## src/rtl/datapath_multiciclo_pkg.sv

```systemverilog
// Shared encodings for the multi-cycle RV datapath: FSM states, ALU and
// writeback selectors, opcode/funct3 constants and the branch resolver.
package datapath_multiciclo_pkg;

  typedef enum logic [2:0] {
    S_FETCH,
    S_DECODE,
    S_EXECUTE,
    S_MEM,
    S_WRITEBACK,
    S_HALT
  } state_t;

  localparam logic [1:0] ULA_ADD = 2'b00;
  localparam logic [1:0] ULA_SUB = 2'b01;
  localparam logic [1:0] ULA_SLT = 2'b10;
  localparam logic [1:0] ULA_EQU = 2'b11;

  localparam logic [1:0] WB_ALU  = 2'b00;
  localparam logic [1:0] WB_MEM  = 2'b01;
  localparam logic [1:0] WB_PC4  = 2'b10;
  localparam logic [1:0] WB_NONE = 2'b11;

  localparam logic [6:0] OPC_LOAD   = 7'b0000011;
  localparam logic [6:0] OPC_OPIMM  = 7'b0010011;
  localparam logic [6:0] OPC_AUIPC  = 7'b0010111;
  localparam logic [6:0] OPC_STORE  = 7'b0100011;
  localparam logic [6:0] OPC_OP     = 7'b0110011;
  localparam logic [6:0] OPC_LUI    = 7'b0110111;
  localparam logic [6:0] OPC_BRANCH = 7'b1100011;
  localparam logic [6:0] OPC_JALR   = 7'b1100111;
  localparam logic [6:0] OPC_JAL    = 7'b1101111;

  localparam logic [2:0] F3_BEQ  = 3'b000;
  localparam logic [2:0] F3_BNE  = 3'b001;
  localparam logic [2:0] F3_BLT  = 3'b100;
  localparam logic [2:0] F3_BGE  = 3'b101;
  localparam logic [2:0] F3_BLTU = 3'b110;
  localparam logic [2:0] F3_BGEU = 3'b111;

  localparam logic [31:0] EBREAK = 32'h00100073;

  // Odd funct3 codes (bne/bge/bgeu) take the branch on the inverted compare.
  function automatic logic branch_taken(input logic [2:0] funct3, input logic cmp);
    return funct3[0] ? ~cmp : cmp;
  endfunction

endpackage

```

## src/rtl/datapath_multiciclo_if.sv

```systemverilog
// Instruction/data memory request-ready bus between the datapath (master)
// and the external memories (slave).
interface datapath_multiciclo_if #(
  parameter int XLEN = 64
);
  logic            imem_req;
  logic [XLEN-1:0] imem_addr;
  logic            imem_ready;
  logic [31:0]     imem_rdata;
  logic            dmem_req;
  logic            dmem_we;
  logic [XLEN-1:0] dmem_addr;
  logic [XLEN-1:0] dmem_wdata;
  logic            dmem_ready;
  logic [XLEN-1:0] dmem_rdata;

  modport master (
    output imem_req, imem_addr, dmem_req, dmem_we, dmem_addr, dmem_wdata,
    input  imem_ready, imem_rdata, dmem_ready, dmem_rdata
  );

  modport slave (
    input  imem_req, imem_addr, dmem_req, dmem_we, dmem_addr, dmem_wdata,
    output imem_ready, imem_rdata, dmem_ready, dmem_rdata
  );
endinterface

```

## src/rtl/datapath_multiciclo_banco_reg.sv

```systemverilog
// 32 x XLEN register file: two asynchronous read ports, one synchronous
// write port, x0 hardwired to zero, synchronous active-low clear.
module banco_reg_param #(
  parameter int XLEN = 64
) (
  input  logic            clk,
  input  logic            reset,
  input  logic            we,
  input  logic [4:0]      wa,
  input  logic [XLEN-1:0] wd,
  input  logic [4:0]      ra1,
  input  logic [4:0]      ra2,
  output logic [XLEN-1:0] rd1,
  output logic [XLEN-1:0] rd2
);

  logic [XLEN-1:0] regs [32];

  always_ff @(posedge clk) begin
    if (!reset) begin
      for (int i = 0; i < 32; i++) regs[i] <= '0;
    end else if (we && wa != 5'd0) begin
      regs[wa] <= wd;
    end
  end

  assign rd1 = (ra1 == 5'd0) ? '0 : regs[ra1];
  assign rd2 = (ra2 == 5'd0) ? '0 : regs[ra2];

endmodule

```

## src/rtl/datapath_multiciclo.sv

```systemverilog
// Multi-cycle RV datapath: FETCH/DECODE/EXECUTE/MEM/WRITEBACK sequencing with
// handshaked instruction/data memories and an external combinational control unit.
module datapath_multiciclo
  import datapath_multiciclo_pkg::*;
#(
  parameter int              XLEN     = 64,
  parameter logic [XLEN-1:0] RESET_PC = '0
) (
  input  logic                  clk,
  input  logic                  reset,
  input  logic                  load_en,
  input  logic                  store_en,
  input  logic [1:0]            op_ula,
  input  logic [1:0]            operation_type,
  input  logic                  ula_entry,
  input  logic                  branch,
  input  logic                  auipc,
  input  logic                  jal,
  input  logic                  jalr,
  input  logic                  sign,
  datapath_multiciclo_if.master bus,
  output logic [XLEN-1:0]       program_counter,
  output logic [31:0]           instru,
  output logic                  overflow,
  output logic                  halted
);

  state_t          state;
  logic [XLEN-1:0] pc, a, b, imm, aluout, mdr;
  logic [31:0]     ri;
  logic            taken, imem_req_q, dmem_req_q, dmem_we_q, ovf_q, halted_q;

  logic [XLEN-1:0] rd1, rd2, rf_wd;
  logic            rf_we;
  logic [4:0]      rd;

  function automatic logic [XLEN-1:0] sext32(input logic [31:0] v);
    return XLEN'(signed'(v));
  endfunction

  function automatic logic add_sub_ovf(input logic sub, input logic a_msb,
                                       input logic b_msb, input logic r_msb);
    return sub ? ((a_msb != b_msb) && (r_msb != a_msb))
               : ((a_msb == b_msb) && (r_msb != a_msb));
  endfunction

  assign rd = ri[11:7];

  banco_reg_param #(.XLEN(XLEN)) u_rf (
    .clk  (clk),
    .reset(reset),
    .we   (rf_we),
    .wa   (rd),
    .wd   (rf_wd),
    .ra1  (ri[19:15]),
    .ra2  (ri[24:20]),
    .rd1  (rd1),
    .rd2  (rd2)
  );

  // Immediate format is chosen from the opcode in ri, since the control
  // inputs are not trusted until EXECUTE.
  logic [31:0] imm32;
  always_comb begin
    imm32 = {{20{ri[31]}}, ri[31:20]};
    case (ri[6:0])
      OPC_STORE:          imm32 = {{20{ri[31]}}, ri[31:25], ri[11:7]};
      OPC_BRANCH:         imm32 = {{19{ri[31]}}, ri[31], ri[7], ri[30:25], ri[11:8], 1'b0};
      OPC_JAL:            imm32 = {{11{ri[31]}}, ri[31], ri[19:12], ri[20], ri[30:21], 1'b0};
      OPC_LUI, OPC_AUIPC: imm32 = {ri[31:12], 12'b0};
      default:            imm32 = {{20{ri[31]}}, ri[31:20]};
    endcase
  end

  logic [XLEN-1:0]        src_a, src_b, alu_res;
  logic signed [XLEN-1:0] sa, sb;
  logic                   alu_ovf;
  always_comb begin
    src_a   = auipc ? pc : a;
    src_b   = ula_entry ? b : imm;
    sa      = src_a;
    sb      = src_b;
    alu_res = '0;
    alu_ovf = 1'b0;
    case (op_ula)
      ULA_ADD: begin
        alu_res = src_a + src_b;
        alu_ovf = add_sub_ovf(1'b0, src_a[XLEN-1], src_b[XLEN-1], alu_res[XLEN-1]);
      end
      ULA_SUB: begin
        alu_res = src_a - src_b;
        alu_ovf = add_sub_ovf(1'b1, src_a[XLEN-1], src_b[XLEN-1], alu_res[XLEN-1]);
      end
      ULA_SLT: alu_res = {{(XLEN-1){1'b0}}, sign ? (sa < sb) : (src_a < src_b)};
      default: alu_res = {{(XLEN-1){1'b0}}, src_a == src_b};
    endcase
  end

  logic [XLEN-1:0] pc_plus4, pc_target, jalr_sum, pc_next;
  always_comb begin
    pc_plus4  = pc + XLEN'(4);
    pc_target = pc + imm;
    jalr_sum  = a + imm;
    if (jal)        pc_next = pc_target;
    else if (jalr)  pc_next = {jalr_sum[XLEN-1:1], 1'b0};
    else if (taken) pc_next = pc_target;
    else            pc_next = pc_plus4;

    case (operation_type)
      WB_MEM:  rf_wd = mdr;
      WB_PC4:  rf_wd = pc_plus4;
      default: rf_wd = aluout;
    endcase
    rf_we = (state == S_WRITEBACK) && load_en && (operation_type != WB_NONE) && (rd != 5'd0);
  end

  always_ff @(posedge clk) begin
    if (!reset) begin
      state      <= S_FETCH;
      pc         <= RESET_PC;
      ri         <= '0;
      a          <= '0;
      b          <= '0;
      imm        <= '0;
      aluout     <= '0;
      mdr        <= '0;
      taken      <= 1'b0;
      imem_req_q <= 1'b0;
      dmem_req_q <= 1'b0;
      dmem_we_q  <= 1'b0;
      ovf_q      <= 1'b0;
      halted_q   <= 1'b0;
    end else begin
      case (state)
        // FETCH: raise the request once after reset, then hold until ready
        S_FETCH: begin
          if (!imem_req_q) begin
            imem_req_q <= 1'b1;
          end else if (bus.imem_ready) begin
            ri         <= bus.imem_rdata;
            imem_req_q <= 1'b0;
            state      <= S_DECODE;
          end
        end
        // DECODE
        S_DECODE: begin
          a   <= rd1;
          b   <= rd2;
          imm <= sext32(imm32);
          if (ri == 32'd0 || ri == EBREAK) begin
            state    <= S_HALT;
            halted_q <= 1'b1;
          end else begin
            state <= S_EXECUTE;
          end
        end
        // EXECUTE
        S_EXECUTE: begin
          aluout <= alu_res;
          if (!op_ula[1]) ovf_q <= alu_ovf;
          taken <= branch && branch_taken(ri[14:12], alu_res[0]);
          if ((load_en && operation_type == WB_MEM) || store_en) begin
            dmem_req_q <= 1'b1;
            dmem_we_q  <= store_en;
            state      <= S_MEM;
          end else begin
            state <= S_WRITEBACK;
          end
        end
        // MEM: a store retires here, a load continues to WRITEBACK
        S_MEM: begin
          if (bus.dmem_ready) begin
            dmem_req_q <= 1'b0;
            dmem_we_q  <= 1'b0;
            if (dmem_we_q) begin
              pc         <= pc_next;
              imem_req_q <= 1'b1;
              state      <= S_FETCH;
            end else begin
              mdr   <= bus.dmem_rdata;
              state <= S_WRITEBACK;
            end
          end
        end
        // WRITEBACK
        S_WRITEBACK: begin
          pc         <= pc_next;
          imem_req_q <= 1'b1;
          state      <= S_FETCH;
        end
        S_HALT:  state <= S_HALT;
        default: state <= S_FETCH;
      endcase
    end
  end

  assign bus.imem_req     = imem_req_q;
  assign bus.imem_addr    = pc;
  assign bus.dmem_req     = dmem_req_q;
  assign bus.dmem_we      = dmem_we_q;
  assign bus.dmem_addr    = aluout;
  assign bus.dmem_wdata   = b;
  assign program_counter  = pc;
  assign instru           = ri;
  assign overflow         = ovf_q;
  assign halted           = halted_q;

endmodule

```

## src/flat_wrapper.sv

```systemverilog
// flat-port wrapper written by rule: the top's interface ports become plain ports
module datapath_multiciclo_flat import datapath_multiciclo_pkg::*;
#(
  parameter int              XLEN     = 64,
  parameter logic [XLEN-1:0] RESET_PC = '0
)
  (clk, reset, load_en, store_en, op_ula, operation_type, ula_entry, branch, auipc, jal, jalr, sign, program_counter, instru, overflow, halted, bus_imem_req, bus_imem_addr, bus_dmem_req, bus_dmem_we, bus_dmem_addr, bus_dmem_wdata, bus_imem_ready, bus_imem_rdata, bus_dmem_ready, bus_dmem_rdata);
  datapath_multiciclo_if #(.XLEN(XLEN)) bus_i ();
  input  logic clk;
  input  logic reset;
  input  logic load_en;
  input  logic store_en;
  input  logic [1:0] op_ula;
  input  logic [1:0] operation_type;
  input  logic ula_entry;
  input  logic branch;
  input  logic auipc;
  input  logic jal;
  input  logic jalr;
  input  logic sign;
  output logic [XLEN-1:0] program_counter;
  output logic [31:0] instru;
  output logic overflow;
  output logic halted;
  output wire logic [$bits(bus_i.imem_req)-1:0] bus_imem_req;
  output wire logic [$bits(bus_i.imem_addr)-1:0] bus_imem_addr;
  output wire logic [$bits(bus_i.dmem_req)-1:0] bus_dmem_req;
  output wire logic [$bits(bus_i.dmem_we)-1:0] bus_dmem_we;
  output wire logic [$bits(bus_i.dmem_addr)-1:0] bus_dmem_addr;
  output wire logic [$bits(bus_i.dmem_wdata)-1:0] bus_dmem_wdata;
  input wire logic [$bits(bus_i.imem_ready)-1:0] bus_imem_ready;
  input wire logic [$bits(bus_i.imem_rdata)-1:0] bus_imem_rdata;
  input wire logic [$bits(bus_i.dmem_ready)-1:0] bus_dmem_ready;
  input wire logic [$bits(bus_i.dmem_rdata)-1:0] bus_dmem_rdata;
  assign bus_imem_req = bus_i.imem_req;
  assign bus_imem_addr = bus_i.imem_addr;
  assign bus_dmem_req = bus_i.dmem_req;
  assign bus_dmem_we = bus_i.dmem_we;
  assign bus_dmem_addr = bus_i.dmem_addr;
  assign bus_dmem_wdata = bus_i.dmem_wdata;
  assign bus_i.imem_ready = bus_imem_ready;
  assign bus_i.imem_rdata = bus_imem_rdata;
  assign bus_i.dmem_ready = bus_dmem_ready;
  assign bus_i.dmem_rdata = bus_dmem_rdata;
  datapath_multiciclo #(.XLEN(XLEN), .RESET_PC(RESET_PC)) u_core (.clk(clk), .reset(reset), .load_en(load_en), .store_en(store_en), .op_ula(op_ula), .operation_type(operation_type), .ula_entry(ula_entry), .branch(branch), .auipc(auipc), .jal(jal), .jalr(jalr), .sign(sign), .bus(bus_i), .program_counter(program_counter), .instru(instru), .overflow(overflow), .halted(halted));
endmodule
```

## config.mk

```make
export PLATFORM = sky130hd
export DESIGN_NAME = datapath_multiciclo_flat
export DESIGN_NICKNAME = d
export VERILOG_FILES = /design/src/rtl/datapath_multiciclo_pkg.sv /design/src/rtl/datapath_multiciclo_if.sv /design/src/rtl/datapath_multiciclo_banco_reg.sv /design/src/rtl/datapath_multiciclo.sv /design/src/flat_wrapper.sv
export SDC_FILE = /design/constraint.sdc
export NUM_CORES = 2
export LEC_CHECK = 0
export BUFFER_PORTS_ARGS = -buffer_cell sky130_fd_sc_hd__buf_4
export CELL_PAD_IN_SITES_DETAIL_PLACEMENT = 1
export CELL_PAD_IN_SITES_GLOBAL_PLACEMENT = 2
export CORE_MARGIN = 8
export CORE_UTILIZATION = 41
export CTS_BUF_LIST = sky130_fd_sc_hd__clkbuf_8
export CTS_CLUSTER_SIZE = 25
export DETAILED_ROUTE_END_ITERATION = 8
export PLACE_DENSITY_LB_ADDON = 0.25
export SLEW_MARGIN = 20
export SYNTH_ARGS = -nofsm -noshare
export SYNTH_HDL_FRONTEND = slang
export SYNTH_SLANG_ARGS = --single-unit
export TNS_END_PERCENT = 30
```

## constraint.sdc

```tcl
create_clock -name clk -period 5.4 [get_ports clk]
set_clock_uncertainty 0.1 [all_clocks]
set_input_delay 0.27 -clock clk [delete_from_list [all_inputs] [get_ports clk]]
set_output_delay 0.27 -clock clk [all_outputs]
set_load 0.01 [all_outputs]
```

==> impl_metrics.ini <==
[cts]
clockRootBuffer = clkbuf_8
cts_tree = yes
insertion_delay_ns = 1.13
clkSlewWorstSetupHoldPaths_ns = 0.06
cts_inserted_buffers = 429
htreeDepth = 5
post_cts_buffers = 0
cts.sinks = 2451
clockBufferDepth = 4

[grt]
grt_pass1_vias = 112000
grt_max_degree = 139
met2_usage_pct = 55.8
grt_pass1_wl_um = 863000
grt_util_met1_pct = 44.1
grt-ovfl-total = 0
busiest_layer = met2
grt_usage_pct = 34.7
use_met3_pct = 8.50
antenna_found_initial = 43

[synth]
synth.area.top_cells = edfxtp_1, mux4_2, nor2_1
ys_warn_count = 0
ys_ff_latch = 2451
syn_inst = 11100
async_flop_share_pct = 0
synth_top_area_share_pct = 45.0
syn_area_per_cell_um2 = 12.3
synthesis.area_mm2 = 0.137
synth_edf_count = 2048
yosysSeqAreaShare_pct = 51.0
yosysTopAreaCell = edfxtp_1
yosysUniqueCellTypes = 90
synthFlopType = edfxtp_1

[setup_path]
worst-path-buf-inv = 6
slowest_delay_ns = 0.59
critical_path_class = flop to flop
path_max_fanout = 12
cp-end-kind = flop
critPathRequiredTime_ns = 6.26
crit_chain = nor2b_4 > buf_4 > a21oi_1 > ha_1 > buf_4 > nand4_1 > nor4_1 > buf_4 > and3_1 > a221oi_1 > buf_4 > a21oi_1 > buf_4 > nand3_1 > a22o_1 > a31oi_1 > o221ai_1 > dlygate4sd3_1
crit_arrival_ns = 6.09
cp_top_family = buffers and inverters
crit_path_start_kind = flop
crit_top_cell = buf_4
slowest_stage = dlygate4sd3_1

[worst_hold_path]
hp-class = primary input to flop

[power]
switching_share_pct = 36.9
powerDensity_mw_per_mm2 = 372
total_leakage_power_nw = 56.4
p_clk_share_pct = 28.1
seq_power_share_pct = 38.5
p_int_mw = 37.2
irDropWorstVdd_mv = 0.281
p_sw_mw = 21.8
pwr-share-comb_pct = 33.4

[timing]
worst_pin_slew_ns = 1.33
rsz0062_at_grt = false
fmax_ghz = 0.192
fin_crit_ns = 5.22
finalCritPeriodShare_pct = 96.7
tns_ns = 0
hold_violations = 0
setup_viol = 0
slew_headroom_pct = 10.7
drv_slew = 0

[place]
placed_area_mm2 = 0.147
port_buffers = 404
gp_congestion = 0.945
hpwlAfterDp_um = 412000

[flow_run]
drv_cap = 0

[routing]
post_drt_via_cell_ratio = 6.56
drt-pass1-iter-count = 8
drc = 0
wl_per_cell_um = 37.9
vias = 109000
ant_nets = 0
dr.first_iter.drc_count = 14400
routed_wl_um = 627000

[floorplanning]
io_pins = 405
rows = 212
dieHeight_um = 593
coreArea_mm2 = 0.332
fp.dieW_um = 593
die_area_mm2 = 0.352
start_util_pct = 41.1

[final_layout]
regArea_mm2 = 0.0696
multi_input_area_mm2 = 0.0630
final_layout_size_suffix_gt1_share_pct = 25.1
area_growth_syn_to_layout_pct = 16.4
final_common_cell = nor2_1
n_fill_cell = 34100
final_nets = 12200
layout.cells.most_common_list = nor2_1, edfxtp_1, mux4_2
stdcell_area_mm2 = 0.159

[status]
status = completed
## state kept, by name, summed over array words and instances (netlist names), named ones only
name	cells
u_core.a	64
u_core.bus.dmem_addr	64
u_core.bus.dmem_req	1
u_core.bus.dmem_wdata	64
u_core.bus.dmem_we	1
u_core.bus.imem_addr	64
u_core.bus.imem_req	1
u_core.halted	1
u_core.imm	32
u_core.instru	32
u_core.mdr	64
u_core.overflow	1
u_core.state	3
u_core.taken	1
u_core.u_rf.regs	2048
## metrics by stage
step	total power, mW	hold WS (ns)	std cells	worst slack (ns)	utilization, %
6_report	59.0	0.126	16600	0.178	47.8
5_1_grt	60.7	0.122	16600	0.0142	47.8
4_1_cts	58.8	0.0527	16500	0.259	47.8
3_5_place_dp	42.1	0.351	15400	0.217	44.3
3_3_place_gp	42.0	0.348	15400	0.0711	44.3
2_1_floorplan	33.3	0.306	11100	0.513	-
## path summary, 6_finish.rpt
kind | endpoint | slack (ns) | from | cells past startpoint
hold / removal | u_core.bus.dmem_addr[0]$_SDFFE_PN0N_ | 0.13 | sign | 5
setup reg to reg | u_core.taken$_SDFFE_PN0N_ | 0.18 | u_core.imm[31]$_SDFFE_PN0N_ | 18
hold reg to reg | u_core.bus.dmem_req$_SDFFE_PN0P_ | 0.38 | u_core.bus.dmem_req$_SDFFE_PN0P_ | 2
setup / recovery | u_core.taken$_SDFFE_PN0N_ | 0.18 | u_core.imm[31]$_SDFFE_PN0N_ | 18
## power groups by stage
stage | logic, mW | registers [mW] | clock network (mW)
finish | 19.7 | 22.7 | 16.6
global route | 20.5 | 22.8 | 17.5
CTS | 19.3 | 22.7 | 16.8
detailed placement | 19.0 | 23.1 | 0
global placement | 19.0 | 23.0 | 0
floorplan | 11.0 | 22.3 | 0
## synth_stat cells (12+ instances only)
cell type  instances
mux4_2          1280
a221oi_1          39
buf_2             22
o211ai_1          56
nand3_1          104
a221o_1           52
a31oi_1           36
nor2b_1           34
inv_1            193
xor2_1            70
a211oi_1          47
o21ai_0          329
a2111oi_0         13
buf_4             65
buf_1            146
o22ai_1           16
nor4_1            45
and3_1            43
a21oi_1          692
nand2b_1          29
o31ai_1           30
ha_1             256
a21o_1            84
nand2_1          590
o21bai_1          58
clkbuf_1         869
o221ai_1          27
a21boi_0          12
or3_1             30
o21a_1            22
a22oi_1           56
mux2i_1          173
nor2_1          2517
o311ai_0          13
edfxtp_1        2048
and2_1            21
or2_2             17
xnor2_1          156
dfxtp_1          403
nand4_1           77
mux2_2            64
nor3_1            98
## worst reg2reg max path: cells and delay by family (launching register included)
| family | cells | cell delay (ns) |
|---|---|---|
| AND/OR/NAND/NOR | 5 | 1.14 |
| AO/OA/AOI/OAI | 6 | 1.42 |
| adder cells (fa/ha/maj) | 1 | 0.42 |
| buffers and inverters | 6 | 1.66 |
| flip-flops | 1 | 0.34 |
## logic make-up (layout without fill, tap and decap cells)
kind of cell	after synthesis	count (layout)	share of synthesized area [%]
other	1	75	0.00275
adders and majority gates	260	260	2.40
buffers and inverters	1298	2314	3.78
and+or+nand+nor	3654	3654	10.9
muxes	1517	1517	22.9
DFF	2451	2451	51.0
xor gates and xnor gates	226	226	1.45
AOI/OAI and AO/OA	1676	1676	7.57
## per-layer routing
| metal | share of wire (%) | vias to the layer above |
|---|---|---|
| met3 | 11 | 1644 |
| met1 | 37 | 56600 |
| met5 | 0.056 | - |
| met4 | 5.8 | 32 |
| met2 | 46 | 7125 |
| li1 | - | 43200 |
## layout make-up
| cell class | count | share of cell area (%) |
|---|---|---|
| sequential | 2451 | 43.8 |
| multi-input combinational | 7397 | 39.6 |
| timing repair buffer | 1335 | 7.64 |
| clock buffer | 441 | 3.82 |
| tap | 4387 | 3.45 |
| clock inverter | 345 | 1.15 |
| inverter | 193 | 0.462 |
| antenna | 11 | 0.0173 |
## what timing repair did
item / in CTS / in global routing
gates resized for setup: 0 / 0
hold buffers: 354 / 0
endpoints found under the hold margin: 215 / 0
No activity file was read; power rests on OpenSTA's default activity.
